File: config.mk
export PLATFORM = sky130hd
export DESIGN_NAME = ddram_wr_sched_flat
export DESIGN_NICKNAME = d
export VERILOG_FILES = /design/src/rtl/ddram_wr_sched_if.sv /design/src/rtl/ddram_wr_sched.sv /design/src/flat_wrapper.sv
export SDC_FILE = /design/constraint.sdc
export NUM_CORES = 2
export LEC_CHECK = 0
export BUFFER_PORTS_ARGS = -buffer_cell sky130_fd_sc_hd__buf_4
export CAP_MARGIN = 20
export CORE_MARGIN = 2
export CORE_UTILIZATION = 60
export DETAILED_ROUTE_END_ITERATION = 7
export HOLD_SLACK_MARGIN = 0.08
export PLACE_DENSITY = 0.77
export SLEW_MARGIN = 20
export SYNTH_ARGS = -nofsm -noshare
export SYNTH_HDL_FRONTEND = slang
export SYNTH_SLANG_ARGS = --single-unit
File: constraint.sdc
create_clock -name CLK_VIDEO -period 19.6 [get_ports CLK_VIDEO]
set_input_delay 0.98 -clock CLK_VIDEO [delete_from_list [all_inputs] [get_ports CLK_VIDEO]]
set_output_delay 0.98 -clock CLK_VIDEO [all_outputs]
set_load 0.01 [all_outputs]
File: src/rtl/ddram_wr_sched_if.sv
// Signal bundle between two frame-buffer writers, the write scheduler and the DDRAM write port.
// The master modport is the scheduler side; the slave modport is the writers and controller side.
interface ddram_wr_sched_if;
   logic        a_valid;
   logic        a_ready;
   logic [28:0] a_addr;
   logic [63:0] a_din;
   logic [7:0]  a_be;

   logic        b_valid;
   logic        b_ready;
   logic [28:0] b_addr;
   logic [63:0] b_din;
   logic [7:0]  b_be;

   logic        DDRAM_CLK;
   logic        DDRAM_BUSY;
   logic [7:0]  DDRAM_BURSTCNT;
   logic [28:0] DDRAM_ADDR;
   logic [63:0] DDRAM_DIN;
   logic [7:0]  DDRAM_BE;
   logic        DDRAM_WE;
   logic        DDRAM_RD;

   logic        grant_b;
   logic        idle;

   modport master (
      input  a_valid, a_addr, a_din, a_be,
      input  b_valid, b_addr, b_din, b_be,
      input  DDRAM_BUSY,
      output a_ready, b_ready,
      output DDRAM_CLK, DDRAM_BURSTCNT, DDRAM_ADDR, DDRAM_DIN, DDRAM_BE, DDRAM_WE, DDRAM_RD,
      output grant_b, idle
   );

   modport slave (
      output a_valid, a_addr, a_din, a_be,
      output b_valid, b_addr, b_din, b_be,
      output DDRAM_BUSY,
      input  a_ready, b_ready,
      input  DDRAM_CLK, DDRAM_BURSTCNT, DDRAM_ADDR, DDRAM_DIN, DDRAM_BE, DDRAM_WE, DDRAM_RD,
      input  grant_b, idle
   );
endinterface

File: src/rtl/ddram_wr_sched.sv
// Two-requester write scheduler for the MiSTer DDRAM port: a registered FIFO per requester,
// round-robin or A-priority arbitration, and a held request register driving DDRAM_*.
module ddram_wr_sched #(
   parameter int unsigned FIFO_AW = 4,
   parameter bit          PRIO_A  = 1'b0
) (
   input logic              CLK_VIDEO,
   input logic              RESET_N,
   ddram_wr_sched_if.master bus
);

   localparam int unsigned      Entries = 2 ** FIFO_AW;
   localparam logic [FIFO_AW:0] Depth   = {1'b1, {FIFO_AW{1'b0}}};

   localparam logic [0:0] StIdle  = 1'b0;
   localparam logic [0:0] StIssue = 1'b1;

   typedef struct packed {
      logic [28:0] addr;
      logic [63:0] din;
      logic [7:0]  be;
   } ent_t;

   // ---------------------------------------------------------------------------------------
   // Requester A FIFO
   // ---------------------------------------------------------------------------------------
   ent_t               mem_a [Entries];
   logic [FIFO_AW-1:0] wr_a_q, rd_a_q;
   logic [FIFO_AW:0]   cnt_a_q;
   logic               push_a, pop_a, a_ne;

   assign bus.a_ready = (cnt_a_q != Depth);
   assign push_a      = bus.a_valid & bus.a_ready;
   assign a_ne        = (cnt_a_q != '0);

   always_ff @(posedge CLK_VIDEO) begin
      if (push_a) begin
         mem_a[wr_a_q] <= '{addr: bus.a_addr, din: bus.a_din, be: bus.a_be};
      end
   end

   always_ff @(posedge CLK_VIDEO or negedge RESET_N) begin
      if (!RESET_N) begin
         wr_a_q  <= '0;
         rd_a_q  <= '0;
         cnt_a_q <= '0;
      end else begin
         if (push_a) wr_a_q <= wr_a_q + 1'b1;
         if (pop_a)  rd_a_q <= rd_a_q + 1'b1;
         case ({push_a, pop_a})
            2'b10:   cnt_a_q <= cnt_a_q + 1'b1;
            2'b01:   cnt_a_q <= cnt_a_q - 1'b1;
            default: cnt_a_q <= cnt_a_q;
         endcase
      end
   end

   // ---------------------------------------------------------------------------------------
   // Requester B FIFO
   // ---------------------------------------------------------------------------------------
   ent_t               mem_b [Entries];
   logic [FIFO_AW-1:0] wr_b_q, rd_b_q;
   logic [FIFO_AW:0]   cnt_b_q;
   logic               push_b, pop_b, b_ne;

   assign bus.b_ready = (cnt_b_q != Depth);
   assign push_b      = bus.b_valid & bus.b_ready;
   assign b_ne        = (cnt_b_q != '0);

   always_ff @(posedge CLK_VIDEO) begin
      if (push_b) begin
         mem_b[wr_b_q] <= '{addr: bus.b_addr, din: bus.b_din, be: bus.b_be};
      end
   end

   always_ff @(posedge CLK_VIDEO or negedge RESET_N) begin
      if (!RESET_N) begin
         wr_b_q  <= '0;
         rd_b_q  <= '0;
         cnt_b_q <= '0;
      end else begin
         if (push_b) wr_b_q <= wr_b_q + 1'b1;
         if (pop_b)  rd_b_q <= rd_b_q + 1'b1;
         case ({push_b, pop_b})
            2'b10:   cnt_b_q <= cnt_b_q + 1'b1;
            2'b01:   cnt_b_q <= cnt_b_q - 1'b1;
            default: cnt_b_q <= cnt_b_q;
         endcase
      end
   end

   // ---------------------------------------------------------------------------------------
   // Arbitration and issue
   // ---------------------------------------------------------------------------------------
   logic [0:0] state_q, state_d;
   logic       last_b_q;
   logic       gnt_q;
   ent_t       out_q;
   logic       sel_b;
   logic       load;
   ent_t       head;

   // Round-robin favours the port not served last; last_b resets to 1 so A wins the first tie.
   assign sel_b = PRIO_A ? (~a_ne & b_ne) : (b_ne & (~a_ne | ~last_b_q));
   assign head  = sel_b ? mem_b[rd_b_q] : mem_a[rd_a_q];
   assign pop_a = load & ~sel_b;
   assign pop_b = load & sel_b;

   always_comb begin
      state_d = state_q;
      load    = 1'b0;
      case (state_q)
         StIdle: begin
            if (a_ne | b_ne) begin
               load    = 1'b1;
               state_d = StIssue;
            end
         end
         StIssue: begin
            // The held request is taken this cycle; refill back-to-back if anything is queued.
            if (!bus.DDRAM_BUSY) begin
               if (a_ne | b_ne) begin
                  load = 1'b1;
               end else begin
                  state_d = StIdle;
               end
            end
         end
         default: state_d = StIdle;
      endcase
   end

   always_ff @(posedge CLK_VIDEO or negedge RESET_N) begin
      if (!RESET_N) begin
         state_q  <= StIdle;
         last_b_q <= 1'b1;
         gnt_q    <= 1'b0;
         out_q    <= '0;
      end else begin
         state_q <= state_d;
         if (load) begin
            out_q    <= head;
            gnt_q    <= sel_b;
            last_b_q <= sel_b;
         end
      end
   end

   // ---------------------------------------------------------------------------------------
   // DDRAM port
   // ---------------------------------------------------------------------------------------
   assign bus.DDRAM_CLK      = CLK_VIDEO;
   assign bus.DDRAM_BURSTCNT = 8'd1;
   assign bus.DDRAM_RD       = 1'b0;
   assign bus.DDRAM_ADDR     = out_q.addr;
   assign bus.DDRAM_DIN      = out_q.din;
   assign bus.DDRAM_BE       = out_q.be;
   assign bus.DDRAM_WE       = (state_q == StIssue);
   assign bus.grant_b        = gnt_q;
   assign bus.idle           = ~a_ne & ~b_ne & (state_q == StIdle);

endmodule

File: src/flat_wrapper.sv
// flat-port wrapper written by rule: the top's interface ports become plain ports
module ddram_wr_sched_flat 
#(
   parameter int unsigned FIFO_AW = 4,
   parameter bit          PRIO_A  = 1'b0
)
  (CLK_VIDEO, RESET_N, bus_a_valid, bus_a_addr, bus_a_din, bus_a_be, bus_b_valid, bus_b_addr, bus_b_din, bus_b_be, bus_DDRAM_BUSY, bus_a_ready, bus_b_ready, bus_DDRAM_CLK, bus_DDRAM_BURSTCNT, bus_DDRAM_ADDR, bus_DDRAM_DIN, bus_DDRAM_BE, bus_DDRAM_WE, bus_DDRAM_RD, bus_grant_b, bus_idle);
  ddram_wr_sched_if bus_i ();
  input logic CLK_VIDEO;
  input logic RESET_N;
  input wire logic [$bits(bus_i.a_valid)-1:0] bus_a_valid;
  input wire logic [$bits(bus_i.a_addr)-1:0] bus_a_addr;
  input wire logic [$bits(bus_i.a_din)-1:0] bus_a_din;
  input wire logic [$bits(bus_i.a_be)-1:0] bus_a_be;
  input wire logic [$bits(bus_i.b_valid)-1:0] bus_b_valid;
  input wire logic [$bits(bus_i.b_addr)-1:0] bus_b_addr;
  input wire logic [$bits(bus_i.b_din)-1:0] bus_b_din;
  input wire logic [$bits(bus_i.b_be)-1:0] bus_b_be;
  input wire logic [$bits(bus_i.DDRAM_BUSY)-1:0] bus_DDRAM_BUSY;
  output wire logic [$bits(bus_i.a_ready)-1:0] bus_a_ready;
  output wire logic [$bits(bus_i.b_ready)-1:0] bus_b_ready;
  output wire logic [$bits(bus_i.DDRAM_CLK)-1:0] bus_DDRAM_CLK;
  output wire logic [$bits(bus_i.DDRAM_BURSTCNT)-1:0] bus_DDRAM_BURSTCNT;
  output wire logic [$bits(bus_i.DDRAM_ADDR)-1:0] bus_DDRAM_ADDR;
  output wire logic [$bits(bus_i.DDRAM_DIN)-1:0] bus_DDRAM_DIN;
  output wire logic [$bits(bus_i.DDRAM_BE)-1:0] bus_DDRAM_BE;
  output wire logic [$bits(bus_i.DDRAM_WE)-1:0] bus_DDRAM_WE;
  output wire logic [$bits(bus_i.DDRAM_RD)-1:0] bus_DDRAM_RD;
  output wire logic [$bits(bus_i.grant_b)-1:0] bus_grant_b;
  output wire logic [$bits(bus_i.idle)-1:0] bus_idle;
  assign bus_i.a_valid = bus_a_valid;
  assign bus_i.a_addr = bus_a_addr;
  assign bus_i.a_din = bus_a_din;
  assign bus_i.a_be = bus_a_be;
  assign bus_i.b_valid = bus_b_valid;
  assign bus_i.b_addr = bus_b_addr;
  assign bus_i.b_din = bus_b_din;
  assign bus_i.b_be = bus_b_be;
  assign bus_i.DDRAM_BUSY = bus_DDRAM_BUSY;
  assign bus_a_ready = bus_i.a_ready;
  assign bus_b_ready = bus_i.b_ready;
  assign bus_DDRAM_CLK = bus_i.DDRAM_CLK;
  assign bus_DDRAM_BURSTCNT = bus_i.DDRAM_BURSTCNT;
  assign bus_DDRAM_ADDR = bus_i.DDRAM_ADDR;
  assign bus_DDRAM_DIN = bus_i.DDRAM_DIN;
  assign bus_DDRAM_BE = bus_i.DDRAM_BE;
  assign bus_DDRAM_WE = bus_i.DDRAM_WE;
  assign bus_DDRAM_RD = bus_i.DDRAM_RD;
  assign bus_grant_b = bus_i.grant_b;
  assign bus_idle = bus_i.idle;
  ddram_wr_sched #(.FIFO_AW(FIFO_AW), .PRIO_A(PRIO_A)) u_core (.CLK_VIDEO(CLK_VIDEO), .RESET_N(RESET_N), .bus(bus_i));
endmodule
==> out/results.tsv <==
stage	metric	value	unit
final_layout	area_growth	12.4	%
global_routing	track_usage	29.9	%
yosys	synth_edf_count	3232	
power_and_ir_drop	p_sw_share	30.6	%
placed_design	post-place-cells	8725	
global_routing	grt_pass1_wl	462	mm
routing	vias_per_cell	6.92	
timing	rsz0062_at_grt	no	
yosys	synth.area.top_cells	edfxtp_1 76%, mux4_2 11%, mux2i_1 3.2%	
routing	post-route-drc-count	0	
yosys	yosys.area.top_type	edfxtp_1	
routing	drt_iter0_drc	9106	
timing	final-setup-viol-count	0	
final_layout	num-nets-final	6465	
yosys	avgSynthCellArea	21.9	um^2
routing	wl	324	mm
yosys	synth_common_cells	3232 x edfxtp_1, 610 x mux4_2, 407 x mux2i_1	
power_and_ir_drop	power.leakage	46.8	nW
global_routing	grt_start_max_net_pins	141	
clock_tree	hold_buffers	1	
power_and_ir_drop	irDropWorstVdd	0.000202	V
power_and_ir_drop	switching_power	6.43	mW
setup_path	timing.critical_path.mode_cell	clkbuf_16	
setup_path	crit_path_cell_trace	clkbuf_16 -> clkbuf_16 -> buf_4	
setup_path	crit_family	buffers and inverters	
routing	vias	64775	
clock_tree	cts_resized	0	
setup_path	crit_slowest_cell	buf_4	
outcome	status	finished, final reports clean	
power_and_ir_drop	p_int	14.6	mW
power_and_ir_drop	seqPwrFrac	43.7	%
floorplanning	die_area	216000	um^2
yosys	yosysUniqueCellTypes	49	
yosys	synth_area	128000	um^2
power_and_ir_drop	clkPwrFrac	29.3	%
routing	ant_nets	0	
floorplanning	core-area	212000	um^2
setup_path	cp.required	18620	ps
setup_path	crit_buf_inv	3	
floorplanning	placementRows	169	
clock_tree	cts_setup_buffers	0	
power_and_ir_drop	power_density	146	nW/um^2
clock_tree	clk_pin_slew	60	ps
clock_tree	cts_tree	built	
placed_design	io_buffers	313	
global_routing	grt_pass1_vias	65149	
placed_design	place_congestion	0.842	
worst_hold_path	hp-class	primary input to flop	
timing	drv_slew	0	
timing	worst_pin_slew	1180	ps
setup_path	slowest_delay	130	ps
timing	slew_headroom	21.5	%
yosys	synth-main-ff-cell	edfxtp_1	
timing	final.setup_skew	58.3	ps
yosys	ys_warn_count	0	
floorplanning	chipWidth	465	um
timing	tns	0	ps
final_layout	final_cells	9354	
run	drv_cap	0	
final_layout	drive_gt1_share	23.8	%
placed_design	post-dp-hpwl	166	mm
floorplanning	die_h	465	um
yosys	ys_ff_latch	3362	
yosys	netlist.area_leader.share	76.1	%
setup_path	end_kind	output port	
yosys	async_reset_ff_share	3.87	%
setup_path	crit_path_max_fanout	3	
global_routing	gr-total-overflow	0	
power_and_ir_drop	p_comb_share	27.0	%
timing	hold_viol_final	0	
routing	drtPass1Iterations	6	
yosys	synth.most_common_cell	edfxtp_1	
routing	wire_per_inst	34.7	um
clock_tree	clock_latency	1080	ps
floorplanning	initial_core_util	60.3	%
setup_path	start_kind	clock port	
setup_path	critPathKind	clock port to output port	
global_routing	antenna_found_initial	85	
yosys	syn_inst	5827	
timing	worst_hold_slack	190	ps
yosys	ys_seq_area_share	78.6	%
setup_path	arrival	10180	ps
floorplanning	pin_count	323	
-- worst paths after layout --
kind                       slack, ps                     start                  endpoint  cells past startpoint
min                              190             bus_b_addr[8]       u_core.mem_b[2][80]                      1
min in group asynchronous        420                   RESET_N   u_core.bus.DDRAM_DIN[0]                      2
min reg2reg                      500  u_core.bus.DDRAM_DIN[47]  u_core.bus.DDRAM_DIN[47]                      1
max in group asynchronous      17640                   RESET_N          u_core.rd_a_q[0]                      3
max reg2reg                    14480          u_core.rd_a_q[0]  u_core.bus.DDRAM_DIN[52]                      7
max                             8440                 CLK_VIDEO             bus_DDRAM_CLK                      3
-- sequential cells by signal, indices dropped and copies added (netlist names) --
name and count:
u_core.rd_b_q 4, u_core.bus.DDRAM_DIN 64, u_core.mem_b 1616, u_core.wr_a_q 4
u_core.cnt_b_q 5, u_core.mem_a 1616, u_core.bus.DDRAM_ADDR 29, u_core.cnt_a_q 5
u_core.bus.grant_b 1, u_core.bus.DDRAM_WE 1, u_core.wr_b_q 4, u_core.last_b_q 1
u_core.bus.DDRAM_BE 8, u_core.rd_a_q 4
-- cell type report --
type	count	area (um^2)
Sequential cell	3362	100000
Fill cell	12328	68200
Multi-Input combinational cell	2106	25600
Clock buffer	441	9110
Tap cell	2821	3530
Timing Repair Buffer	426	3410
Clock inverter	144	1300
Antenna cell	44	110
Inverter	10	40.0
-- layout by cell type, fill, tap and decap left out, drive strengths merged, types with 3 or more instances in the layout --
cell | Yosys | layout
nor3 | 30 | 30
a221oi | 195 | 195
nand2 | 33 | 33
a211o | 93 | 93
a211oi | 12 | 12
nand2b | 9 | 9
diode | 0 | 44
and2 | 7 | 7
a21oi | 180 | 180
mux4 | 610 | 610
a221o | 11 | 11
nor3b | 6 | 6
xnor2 | 15 | 15
o211ai | 3 | 3
ha | 17 | 17
xor2 | 9 | 9
buf | 221 | 426
clkinvlp | 0 | 4
inv | 10 | 14
clkbuf | 135 | 440
conb | 2 | 9
bufinv | 0 | 23
dfrtp | 129 | 129
o21ai | 111 | 111
edfxtp | 3232 | 3232
nor2 | 33 | 33
nand3 | 3 | 3
a22oi | 241 | 241
nor2b | 15 | 15
clkinv | 0 | 113
mux2i | 407 | 407
o21a | 3 | 3
o22ai | 40 | 40
-- power groups by stage --
stage          clock (mW)  combinational [mW]  sequential [mW]
3_3_place_gp      0.00420                5.46             9.24
3_5_place_dp      0.00420                5.56             9.29
6_report             6.16                5.67             9.17
5_1_grt              6.47                5.97             9.21
2_1_floorplan     0.00420                3.88             9.17
4_1_cts              6.20                5.65             9.16
-- through the flow --
stage	power [mW]	util (%)	instance area (um^2)	worst slack (ps)
global placement	14.7	62.8	133000	8700
floorplan	13.1	-	128000	8700
CTS	21.0	67.7	143000	8440
global route	21.7	67.8	143000	8430
finish	21.0	67.8	143000	8440
detailed placement	14.9	62.8	133000	8700
-- metal layers --
| metal | share of wire [%] | global-route usage [%] | routed length, um | vias up |
|---|---|---|---|---|
| met1 | 36 | 39.6 | 116000 | 34007 |
| met3 | 11 | 8.32 | 36300 | 659 |
| met4 | 4.0 | 13.3 | 13100 | 62 |
| met2 | 49 | 47.1 | 158000 | 4385 |
| met5 | 0.12 | 0 | 377 | - |
| li1 | - | - | - | 25662 |
-- logic make-up after synthesis --
group	count (synthesis)	synth area share [%]
flops	3362	78.6
buf+inv	366	1.55
simple gates	142	0.541
other cells	2	0.00589
mux	1019	14.0
compound gates	895	4.98
fa+ha+maj	17	0.167
xor+xnor	24	0.165
No activity file was read; power rests on OpenSTA's default activity.
